===== src/rtl/riscv_pkg.sv =====
// Shared fetch-stage types and constants for the IF stage.
package riscv_pkg;

   typedef enum logic [1:0] {BOOT, FETCH, WAIT, SQUASH} fetch_state_e;

   localparam int INSTR_BYTES    = 4;
   localparam int REDIRECT_CNT_W = 16;

endpackage


===== src/rtl/pc_sat_counter.sv =====
// Saturating up-counter; holds at all-ones instead of wrapping.
module pc_sat_counter #(
   parameter int W = 16
) (
   input  logic         clk,
   input  logic         reset,
   input  logic         inc,
   output logic [W-1:0] count
);

   localparam logic [W-1:0] ONE = W'(1);

   always_ff @(posedge clk) begin
      if (!reset) begin
         count <= '0;
      end else if (inc && (count != '1)) begin
         count <= count + ONE;
      end
   end

endmodule


===== src/rtl/pc_fetch_unit.sv =====
// IF-stage PC owner: fetch requests, EX redirects and younger-stage squash.
// Build option MISALIGN_TRAP_EN: misaligned redirect targets trap instead of being truncated.
//
// state  | meaning
// BOOT   | first cycle out of reset, no request; a redirect here is parked as pending
// FETCH  | request PC; advance when memory returns and IF/ID is not stalled
// WAIT   | memory not ready, address held until it returns
// SQUASH | one cycle after a redirect; flushes asserted, target already on the bus
module pc_fetch_unit
   import riscv_pkg::*;
#(
   parameter int              PC_W     = 9,
   parameter logic [PC_W-1:0] RESET_PC = '0
) (
   input  logic                      clk,
   input  logic                      reset,
   input  logic                      PcSel,
   input  logic [31:0]               BrPC,
   input  logic                      Stall,
   input  logic                      ImemReady,
   output logic                      ImemReq,
   output logic [PC_W-1:0]           ImemAddr,
   output logic [PC_W-1:0]           Cur_PC,
   output logic                      FetchValid,
   output logic                      FlushIfId,
   output logic                      FlushIdEx,
   output logic [REDIRECT_CNT_W-1:0] RedirectCnt
`ifdef MISALIGN_TRAP_EN
   ,
   output logic                      MisalignTrap
`endif
);

   fetch_state_e    state, state_nxt;
   logic [PC_W-1:0] pc, pc_nxt;
   logic [PC_W-1:0] cur_pc, cur_pc_nxt;
   logic [PC_W-1:0] pend_pc, pend_pc_nxt;
   logic [PC_W-1:0] target;
   logic            pend_v, pend_v_nxt;
   logic            fetch_valid, fetch_valid_nxt;
   logic            flush, flush_nxt;
   logic            redirect;
   logic            cnt_inc;
   logic            brpc_unused;
`ifdef MISALIGN_TRAP_EN
   logic            trap, trap_nxt;
`endif

   assign brpc_unused = ^BrPC[31:PC_W];

   always_ff @(posedge clk) begin
      if (!reset) begin
         state       <= BOOT;
         pc          <= RESET_PC;
         cur_pc      <= RESET_PC;
         pend_v      <= 1'b0;
         pend_pc     <= '0;
         fetch_valid <= 1'b0;
         flush       <= 1'b0;
`ifdef MISALIGN_TRAP_EN
         trap        <= 1'b0;
`endif
      end else begin
         state       <= state_nxt;
         pc          <= pc_nxt;
         cur_pc      <= cur_pc_nxt;
         pend_v      <= pend_v_nxt;
         pend_pc     <= pend_pc_nxt;
         fetch_valid <= fetch_valid_nxt;
         flush       <= flush_nxt;
`ifdef MISALIGN_TRAP_EN
         trap        <= trap_nxt;
`endif
      end
   end

   always_comb begin
      state_nxt       = state;
      pc_nxt          = pc;
      cur_pc_nxt      = cur_pc;
      pend_v_nxt      = pend_v;
      pend_pc_nxt     = pend_pc;
      fetch_valid_nxt = fetch_valid;
      flush_nxt       = 1'b0;
      cnt_inc         = 1'b0;
`ifdef MISALIGN_TRAP_EN
      trap_nxt        = 1'b0;
`endif
      // A live PcSel overrides a redirect parked during BOOT.
      redirect = (state != BOOT) && (PcSel || pend_v);
      target   = PcSel ? BrPC[PC_W-1:0] : pend_pc;

      if (redirect) begin
         state_nxt       = SQUASH;
         fetch_valid_nxt = 1'b0;
         flush_nxt       = 1'b1;
         pend_v_nxt      = 1'b0;
`ifdef MISALIGN_TRAP_EN
         if (target[1:0] != 2'b00) begin
            trap_nxt = 1'b1;
         end else begin
            pc_nxt  = target;
            cnt_inc = 1'b1;
         end
`else
         pc_nxt  = {target[PC_W-1:2], 2'b00};
         cnt_inc = 1'b1;
`endif
      end else begin
         case (state)
            BOOT: begin
               state_nxt       = FETCH;
               fetch_valid_nxt = 1'b0;
               if (PcSel) begin
                  pend_v_nxt  = 1'b1;
                  pend_pc_nxt = BrPC[PC_W-1:0];
               end
            end
            FETCH, WAIT: begin
               if (!Stall) begin
                  if (ImemReady) begin
                     state_nxt       = FETCH;
                     fetch_valid_nxt = 1'b1;
                     cur_pc_nxt      = pc;
                     pc_nxt          = pc + PC_W'(INSTR_BYTES);
                  end else begin
                     state_nxt       = WAIT;
                     fetch_valid_nxt = 1'b0;
                  end
               end
            end
            SQUASH: begin
               state_nxt       = FETCH;
               fetch_valid_nxt = 1'b0;
            end
            default: state_nxt = BOOT;
         endcase
      end
   end

   pc_sat_counter #(.W(REDIRECT_CNT_W)) u_redirect_cnt (
      .clk   (clk),
      .reset (reset),
      .inc   (cnt_inc),
      .count (RedirectCnt)
   );

   assign ImemReq    = (state != BOOT);
   assign ImemAddr   = pc;
   assign Cur_PC     = cur_pc;
   assign FetchValid = fetch_valid;
   assign FlushIfId  = flush;
   assign FlushIdEx  = flush;
`ifdef MISALIGN_TRAP_EN
   assign MisalignTrap = trap;
`endif

endmodule

===== config.mk =====
export PLATFORM = sky130hd
export DESIGN_NAME = pc_fetch_unit
export DESIGN_NICKNAME = d
export VERILOG_FILES = /design/src/rtl/riscv_pkg.sv /design/src/rtl/pc_sat_counter.sv /design/src/rtl/pc_fetch_unit.sv
export SDC_FILE = /design/constraint.sdc
export NUM_CORES = 1
export LEC_CHECK = 0
export CAP_MARGIN = 20
export CORE_ASPECT_RATIO = 1.5
export CORE_UTILIZATION = 39
export CTS_CLUSTER_DIAMETER = 100
export DETAILED_ROUTE_END_ITERATION = 16
export DONT_BUFFER_PORTS = 1
export PLACE_DENSITY = 0.64
export SLEW_MARGIN = 20
export SYNTH_ARGS = -nofsm -noshare
export SYNTH_HDL_FRONTEND = slang
export SYNTH_SLANG_ARGS = --single-unit

===== constraint.sdc =====
create_clock -name clk -period 2.39 [get_ports clk]
set_clock_uncertainty 0.1 [all_clocks]
set_input_delay 0.1195 -clock clk [delete_from_list [all_inputs] [get_ports clk]]
set_output_delay 0.1195 -clock clk [all_outputs]
set_load 0.005 [all_outputs]

==> metrics, run 1 <==
routability cong. 0.755; post-synth cell types 37; final critical-path share of the clock period 92.8%; Reg clk slew, reported paths 0.09 ns; DRC 0; Adder-Cell Fraction of Synth Area 2.50%; max layer used met4; switch share between 20 and 30%; RSZ-0062 raised after global routing no; vias per cell 5.55; first-pass GRT wire length ~7.5 mm; row cnt 31; area of the multi-input gates 1070 µm²; post-route setup TNS 0 ns; clk_lat worst skew 0.31 ns; Nets 281; WL met3 ~280 µm; register area share after synthesis 41.9%; largest net degree at the start of global routing 26; mapped cell area 2010 µm²; clock power share 32.1%; Setup WS pre-CTS 0.299 ns; sequential share of power between 50% and 60%; ratio of cells with drive above 1 in the final layout 9.54%; Metal-1 WL 1.82 mm; CTS root buf clkbuf_8; WL met2 2.29 mm; Register Area 841 µm²; Finished Cell Area roughly 2300 µm²; Psw 0.000439 W; main combinational cell family by area after synthesis simple AND/OR/NAND/NOR gates; Power, Total 0.00150 W; Crit path required time between 2 and 3 ns; Pwr Density 663 nW/µm²; routed wire length 4.50 mm; kind of critical path in2reg; # diodes 0; f_max 451 MHz; P_leak 0.740 nW; GRT Total Usage 18.2%; Die X between 60 and 70 µm; Slew Limit Fails 0; CTS tree yes; min Tclk post-route approximately 2.2 ns; Vias 1704; Setup crit end kind flop; maxcap violations 0; area grow syn2layout 12.8%; Gate power share 15.0%; I/O Pins 75; drt pass-1 iters 4; commonest non-fill, non-tap cell in the layout dfxtp_1; Core Area approximately 4900 µm²; hpwl dp slightly above 3 mm; worst-path fanout max 25; setup bufs post-CTS 0; fillers a little over 500; initial antenna violation count 0; worst hold-check path type in2reg; final antenna-violating net count 0; Startpoint Class primary input; #FFs+latches synth 42; commonest cells after routing, fill and taps aside dfxtp_1 (42), a21oi_1 (22), nand2_1 (20); Slew @ Worst Pin 0.618 ns; CTS max path bufs 2; Final setup viols 0; CTS Buf Count 5; vias in the first global route 1630; CP Data Arrival Time 2.37 ns; worst vdd ir 0.000374 V; htree depth 2; worst setup margin 0.173 ns; Slew headroom 58.4%; Synth Warn # 0; clk sink count between 40 and 50; Placed Area 2050 µm²; compound-cell area share of the yosys netlist 17.2%; count of buffers from port buffering 0; Avg WL per Cell 14.7 µm; die area 5440 µm²; Mapped Cells 230; Initial Util between 40 and 50%; mux cell area share after synthesis 8.30%; status complete, no violations; DRT iter0 DRCs 62; die height 89.8 µm; Pint 0.00106 W; simple logic cell fraction of the synthesized area approximately 22%; Hold Vio Cnt, Final 0; syn avg cell area around 8.7 µm²; Remaining Overflow, GRT 0; XOR/XNOR Fraction of Synth Area 2.62%
==> registers in the layout (all words and copies together), names as in the netlist <==
register,count
pend_pc,7
ImemAddr,7
FlushIdEx,1
Cur_PC,7
u_redirect_cnt.count,16
FetchValid,1
pend_v,1
state,2
==> final cells by class <==
type                    count  share of cell area (%)
inverters                   6                   0.996
well taps                  66                    3.65
flip-flops and latches     42                    37.2
clock buffers               5                    3.04
multi-input cells         169                    47.4
clock inverters             3                    1.11
repair buffers             16                    6.64
==> per-stage QoR <==
stage               cells  util, %  hold slack, ns
finish                307     46.3         0.00470
global placement      287     41.9           0.143
global route          307     46.3          0.0418
floorplan             233        -           0.169
CTS                   307     46.2        0.000192
detailed placement    287     41.9           0.144
==> repair_timing <==
item | CTS | global route
endpoints found under the hold margin | 26 | 0
hold buffers | 12 | 0
gates resized for setup | 0 | 1
endpoints found under the setup margin | 0 | 1
==> power by group through the flow <==
stage                     logic, W  registers (W)  clock network (W)
after CTS                 0.000224       0.000794           0.000501
final                     0.000226       0.000793           0.000482
after global placement    0.000198       0.000808                  0
after detailed placement  0.000200       0.000810                  0
after global routing      0.000255       0.000802           0.000525
after floorplan           0.000175       0.000797                  0
==> metal layers <==
| metal | track usage [%] | up-vias |
|---|---|---|
| met5 | 0 | - |
| met4 | 8.33 | 0 |
| met3 | 6.62 | 8 |
| met2 | 29.4 | 50 |
| met1 | 20.5 | 803 |
| li1 | - | 843 |
==> critical path, stage by stage <==
cell and delay (ns):
dlygate4sd3_1 0.82, clkinv_1 0.39, buf_4 0.34, a21oi_1 0.14, dlygate4sd3_1 0.56
==> synth_stat cells <==
master | n | share of area, %
o21ai_0 | 9 | 2.2
or3_1 | 4 | 1.2
o21a_1 | 1 | 0.37
mux2_2 | 5 | 2.8
o31ai_1 | 9 | 3.4
conb_1 | 1 | 0.19
nand3b_1 | 2 | 0.75
a41oi_1 | 1 | 0.44
o31a_1 | 1 | 0.44
nand4_2 | 1 | 0.62
or2_2 | 1 | 0.31
mux2i_1 | 11 | 5.5
inv_1 | 5 | 0.94
ha_1 | 4 | 2.5
buf_2 | 1 | 0.25
buf_4 | 6 | 2.2
and4_1 | 1 | 0.44
and3_1 | 1 | 0.31
nand4b_1 | 2 | 0.87
xnor2_1 | 6 | 2.6
nor3_1 | 4 | 1.0
nand3_1 | 11 | 2.7
o21bai_4 | 1 | 0.94
a21oi_1 | 22 | 5.5
o21ba_2 | 1 | 0.50
nand2_1 | 20 | 3.7
nand2b_1 | 3 | 0.94
clkinv_1 | 1 | 0.19
a211oi_1 | 6 | 2.2
nand4_1 | 3 | 0.94
nor2_2 | 1 | 0.31
nor4_1 | 4 | 1.2
clkbuf_1 | 9 | 1.7
nor2_1 | 19 | 3.6
or4_1 | 8 | 3.0
dfxtp_1 | 42 | 42
o211ai_1 | 3 | 1.1
==> worst paths after layout <==
path / start / slack, ns / cells after the start / to
setup / recovery: reset / 0.17 / 5 / pend_pc[8]$_SDFFE_PN0P_
hold / removal: BrPC[3] / 0.005 / 2 / ImemAddr[3]$_SDFFE_PN0P_
setup reg to reg: state[0]$_SDFFE_PN0P_ / 0.24 / 6 / pend_pc[8]$_SDFFE_PN0P_
hold reg to reg: pend_pc[2]$_SDFFE_PN0P_ / 0.36 / 2 / pend_pc[2]$_SDFFE_PN0P_
==> kinds of logic after synthesis <==
logic type,after synthesis
compound gates,54
xor+xnor,6
flops,42
other cells,1
fa+ha+maj,4
simple gates,85
mux,16
buf+inv,22
Note: power is estimated with default switching activity, not from simulation.
==> run 2: changes to the inputs <==
--- a/config.mk
+++ b/config.mk
@@ -6,7 +6,7 @@
 export NUM_CORES = 1
 export LEC_CHECK = 0
 export CAP_MARGIN = 20
-export CORE_ASPECT_RATIO = 1.5
+export CORE_ASPECT_RATIO = 1.2
 export CORE_UTILIZATION = 39
 export CTS_CLUSTER_DIAMETER = 100
 export DETAILED_ROUTE_END_ITERATION = 16
==> metrics, run 2 (synthesis results as in run 1) <==
clock power share 32.2% (was 32.1%); die height 80.6 µm (was 89.8 µm); Most flops, register u_redirect_cnt.count (unchanged); hpwl dp 3.03 mm (was 3.04 mm); Register Area 841 µm² (unchanged); Worst R2R Path Depth 6 (unchanged); Remaining Overflow, GRT 0 (unchanged); Setup crit end kind flop (unchanged); Die X 67.5 µm (was 60.6 µm); worst hold-check path type in2reg (unchanged); Core Area 4940 µm² (was 4890 µm²); commonest non-fill, non-tap cell in the layout dfxtp_1 (unchanged); ratio of cells with drive above 1 in the final layout 9.17% (was 9.54%); Gate power share 14.9% (was 15.0%); Hold Vio Cnt, Final 0 (unchanged); initial antenna violation count 0 (unchanged); Reg clk slew, reported paths 0.08 ns (was 0.09 ns); Top delay family on crit path simple AND/OR/NAND/NOR gates (was buffers and inverters); Psw 0.000414 W (was 0.000439 W); max FFs per register 16 (unchanged); final antenna-violating net count 0 (unchanged); first-pass GRT wire length 7.14 mm (was 7.49 mm); P_leak 0.741 nW (was 0.740 nW); cells along the critical path inv_1 > ha_1 > o21bai_4 > or4_1 > or3_1 > a21oi_1 (was dlygate4sd3_1 > clkinv_1 > buf_4 > a21oi_1 > dlygate4sd3_1); Pint 0.00108 W (was 0.00106 W); DRT iter0 DRCs 46 (was 62); CTS Buf Count 5 (unchanged); Avg WL per Cell 14.7 µm (about the same); Layout Utilization 45.4% (was 46.3%); setup bufs post-CTS 0 (unchanged); CTS root buf clkbuf_8 (unchanged); vias per cell 5.71 (was 5.55); Startpoint Class flop (was primary input); largest net degree at the start of global routing 20 (was 26); post-route setup TNS 0 ns (unchanged); CP bufs+invs 1 (was 4); slowest CP cell or4_1 (was dlygate4sd3_1); routability cong. 0.723 (was 0.755); DRC 0 (unchanged); Power, Total 0.00149 W (was 0.00150 W); Critical Path Start state[0]$_SDFFE_PN0P_ (was reset); Crit path required time 2.50 ns (was 2.55 ns); routed wire length 4.41 mm (was 4.50 mm); GRT Total Usage 17.4% (was 18.2%); max incr delay on CP 0.62 ns (was 0.82 ns); post-cts sizing count 0 (unchanged); CP Data Arrival Time 2.24 ns (was 2.37 ns); reg2reg start state[0]$_SDFFE_PN0P_ (unchanged); status complete, no violations (unchanged); final critical-path share of the clock period 88.8% (was 92.8%); worst vdd ir 0.000262 V (was 0.000374 V); Slew @ Worst Pin 0.580 ns (was 0.618 ns); Finished Cell Area 2240 µm² (was 2260 µm²); Placed Area 2040 µm² (was 2050 µm²); CTS max path bufs 2 (unchanged); htree depth 2 (unchanged); worst-path fanout max 6 (was 25); Stages on worst setup path 6 (was 5); clk_lat worst skew 0.30 ns (was 0.31 ns); Worst Hold Slack 0.0216 ns (was 0.00470 ns); drt pass-1 iters 4 (unchanged); die area 5430 µm² (was 5440 µm²); Nets 280 (was 281); sequential share of power 53.0% (was 52.8%); area grow syn2layout 11.9% (was 12.8%); maxcap violations 0 (unchanged); area of the multi-input gates 1070 µm² (about the same); Slew headroom 61.0% (was 58.4%); # diodes 0 (unchanged); Initial Util 40.6% (was 41.0%); CTS tree yes (unchanged); Slew Limit Fails 0 (unchanged); fillers 514 (was 511); switch share 27.7% (was 29.3%); flop2flop setup slack 0.27 ns (was 0.24 ns); min Tclk post-route 2.12 ns (was 2.22 ns); f_max 471 MHz (was 451 MHz); kind of critical path reg2reg (was in2reg); RSZ-0062 raised after global routing no (unchanged); row cnt 28 (was 31); R2R Path End u_redirect_cnt.count[14]$_SDFFE_PN0P_ (was pend_pc[8]$_SDFFE_PN0P_); vias in the first global route 1561 (was 1630); Final setup viols 0 (unchanged); clk sink count 42 (unchanged); Vias 1714 (was 1704); count of buffers from port buffering 0 (unchanged); Pwr Density 666 nW/µm² (was 663 nW/µm²); commonest cells after routing, fill and taps aside dfxtp_1 (42), a21oi_1 (22), nand2_1 (20) (unchanged); CP endpoint u_redirect_cnt.count[14]$_SDFFE_PN0P_ (was pend_pc[8]$_SDFFE_PN0P_); I/O Pins 75 (unchanged)
[run 2: cell count changes in the layout (fill, tap and decap cells not counted), sizes merged]
| cell | change |
|---|---|
| dlygate4sd3 | -1 |
| inv | -1 |
| clkbuf | +1 |
[run 2: repair_timing]
item	4_1_cts	5_1_grt
endpoints found under the setup margin	0	0
hold buffers	11	0
endpoints found under the hold margin	17	0
[run 2: how the worst min path moves through the flow]
stage / end / cells after the start / startpoint
2_1_floorplan: FetchValid$_SDFFE_PP0P_ / 2 / Stall
3_3_place_gp: u_redirect_cnt.count[15]$_SDFFE_PN0P_ / 1 / reset
3_5_place_dp: u_redirect_cnt.count[15]$_SDFFE_PN0P_ / 1 / reset
4_1_cts: pend_pc[2]$_SDFFE_PN0P_ / 3 / PcSel
5_1_grt: pend_pc[6]$_SDFFE_PN0P_ / 3 / PcSel
6_report: pend_pc[7]$_SDFFE_PN0P_ / 3 / PcSel
[run 2: power by group through the flow]
stage	Sequential (W)	Combinational [W]	Clock (W)
after floorplan	0.000797	0.000175	0
after global placement	0.000806	0.000198	0
after detailed placement	0.000808	0.000202	0
after CTS	0.000792	0.000224	0.000505
after global routing	0.000800	0.000251	0.000523
final	0.000791	0.000222	0.000481
[run 2: routing by layer]
metal / vias to the layer above / global-route usage (%) / routed length [µm] / part of all wire (%)
met3: 9 / 5.82 / 198 / 4.5
met5: - / 0 / 0 / 0
li1: 844 / - / - / -
met1: 820 / 19.5 / 1970 / 45
met2: 41 / 29.1 / 2160 / 49
met4: 0 / 7.66 / 85 / 1.9
[run 2: final cells by class]
type | count | area share (%)
inverter | 6 | 1.00
multi-input combinational | 169 | 47.7
clock inverter | 2 | 0.558
sequential | 42 | 37.5
tap | 60 | 3.35
timing repair buffer | 15 | 6.25
clock buffer | 6 | 3.68
[run 2: worst register-to-register path: cells and delay by family, from the launching register on]
family	cells	cell delay (ns)
flops	1	0.34
compound gates	2	0.31
fa+ha+maj	1	0.23
buf+inv	1	0.06
simple gates	2	1.00
[run 2: metrics by stage]
step / setup slack, ns / instances
floorplan: 0.353 / 233
global placement: 0.301 / 281
detailed placement: 0.277 / 281
CTS: 0.257 / 300
global route: 0.171 / 300
finish: 0.268 / 300
==> run 3: changes to the inputs <==
--- a/config.mk
+++ b/config.mk
@@ -11,7 +11,6 @@
 export CTS_CLUSTER_DIAMETER = 100
 export DETAILED_ROUTE_END_ITERATION = 16
 export DONT_BUFFER_PORTS = 1
-export PLACE_DENSITY = 0.64
 export SLEW_MARGIN = 20
 export SYNTH_ARGS = -nofsm -noshare
 export SYNTH_HDL_FRONTEND = slang
==> metrics, run 3 (synthesis results as in run 1) <==
Placed Area 2050 µm² (was 2040 µm²); sequential share of power 53.0% (about the same); CP bufs+invs 1 (unchanged); Core Area 4940 µm² (unchanged); DRC 0 (unchanged); worst-path fanout max 6 (unchanged); Hold Vio Cnt, Final 0 (unchanged); vias in the first global route 1515 (was 1561); die height 80.6 µm (unchanged); max FFs per register 16 (unchanged); post-cts sizing count 0 (unchanged); Vias 1655 (was 1714); CTS max path bufs 2 (unchanged); count of buffers from port buffering 0 (unchanged); final critical-path share of the clock period 89.0% (was 88.8%); # diodes 0 (unchanged); die area 5430 µm² (unchanged); final antenna-violating net count 0 (unchanged); Power, Total 0.00149 W (about the same); CTS Hold Buffers Added 10 (was 11); ratio of cells with drive above 1 in the final layout 9.96% (was 9.17%); Final setup viols 0 (unchanged); commonest non-fill, non-tap cell in the layout dfxtp_1 (unchanged); row cnt 28 (unchanged); maxcap violations 0 (unchanged); routed wire length 4.39 mm (was 4.41 mm); area grow syn2layout 12.0% (was 11.9%); largest net degree at the start of global routing 21 (was 20); worst hold-check path type in2reg (unchanged); min Tclk post-route 2.13 ns (was 2.12 ns); Slew @ Worst Pin 0.558 ns (was 0.580 ns); slowest CP cell or4_1 (unchanged); Die X 67.5 µm (unchanged); setup bufs post-CTS 0 (unchanged); CTS Buf Count 5 (unchanged); CP Data Arrival Time 2.25 ns (was 2.24 ns); Nets 281 (was 280); max incr delay on CP 0.62 ns (about the same); Top delay family on crit path simple AND/OR/NAND/NOR gates (unchanged); hpwl dp 2.94 mm (was 3.03 mm); Initial Util 40.6% (unchanged); Most flops, register u_redirect_cnt.count (unchanged); DRT iter0 DRCs 85 (was 46); Avg WL per Cell 14.6 µm (was 14.7 µm); Reg clk slew, reported paths 0.09 ns (was 0.08 ns); Remaining Overflow, GRT 0 (unchanged); switch share 29.1% (was 27.7%); cells along the critical path inv_1 > ha_1 > o21bai_4 > or4_1 > or3_1 > a21oi_1 (unchanged); post-route setup TNS 0 ns (unchanged); GRT Total Usage 17.0% (was 17.4%); Pint 0.00106 W (was 0.00108 W); kind of critical path reg2reg (unchanged); Slew headroom 62.6% (was 61.0%); status complete, no violations (unchanged); worst vdd ir 0.000265 V (was 0.000262 V); first-pass GRT wire length 6.91 mm (was 7.14 mm); RSZ-0062 raised after global routing no (unchanged); routability cong. 0.736 (was 0.723); CTS tree yes (unchanged); f_max 470 MHz (was 471 MHz); htree depth 2 (unchanged); Setup crit end kind flop (unchanged); I/O Pins 75 (unchanged); P_leak 0.741 nW (about the same); Gate power share 14.7% (was 14.9%); Pwr Density 663 nW/µm² (was 666 nW/µm²); drt pass-1 iters 4 (unchanged); CTS root buf clkbuf_8 (unchanged); Finished Cell Area 2250 µm² (was 2240 µm²); commonest cells after routing, fill and taps aside dfxtp_1 (42), a21oi_1 (22), nand2_1 (20) (unchanged); initial antenna violation count 0 (unchanged); Psw 0.000433 W (was 0.000414 W); clk_lat worst skew 0.30 ns (about the same); clock power share 32.3% (was 32.2%); vias per cell 5.50 (was 5.71); Crit path required time 2.51 ns (was 2.50 ns); clk sink count 42 (unchanged); Slew Limit Fails 0 (unchanged); fillers 506 (was 514); Startpoint Class flop (unchanged)
run 3: layout make-up:
class,instances,area (µm²),area share [%]
multi-input combinational,169,1070,47.6
sequential,42,841,37.4
timing repair buffer,16,145,6.46
tap,60,75.1,3.34
clock buffer,5,68.8,3.06
clock inverter,3,25.0,1.11
inverter,6,22.5,1.00
run 3: worst paths after layout:
path	start	endpoint	slack [ns]	cells after the start
setup / recovery	state[0]$_SDFFE_PN0P_	u_redirect_cnt.count[14]$_SDFFE_PN0P_	0.26	6
hold / removal	PcSel	pend_pc[8]$_SDFFE_PN0P_	0.01	3
setup reg to reg	state[0]$_SDFFE_PN0P_	u_redirect_cnt.count[14]$_SDFFE_PN0P_	0.26	6
hold reg to reg	pend_pc[2]$_SDFFE_PN0P_	pend_pc[2]$_SDFFE_PN0P_	0.36	2
run 3: tightest hold or removal path, stage by stage:
cell,delay (ns)
nand2_1,0.11
nand2_1,0.10
a21oi_1,0.05
run 3: per-stage QoR:
step	hold slack, ns	setup WS, ns	instances	utilization [%]
2_1_floorplan	0.169	0.353	233	-
3_3_place_gp	0.146	0.302	283	41.6
3_5_place_dp	0.144	0.294	283	41.6
4_1_cts	0.00625	0.273	301	45.5
5_1_grt	0.0276	0.132	301	45.5
6_report	0.00986	0.264	301	45.5
run 3: layer usage:
layer	vias up	global-route usage, %	routed length, µm	part of all wire (%)
met5	-	0	0	0
met4	0	7.23	74	1.7
met3	5	6.82	266	6.1
met2	39	26.9	1990	45
met1	761	19.8	2050	47
li1	850	-	-	-
run 3: power groups by stage:
stage	Combinational (W)	Sequential [W]	Clock, W
detailed placement	0.000200	0.000808	0
CTS	0.000221	0.000791	0.000500
global route	0.000246	0.000800	0.000527
floorplan	0.000175	0.000797	0
global placement	0.000198	0.000807	0
finish	0.000219	0.000790	0.000482
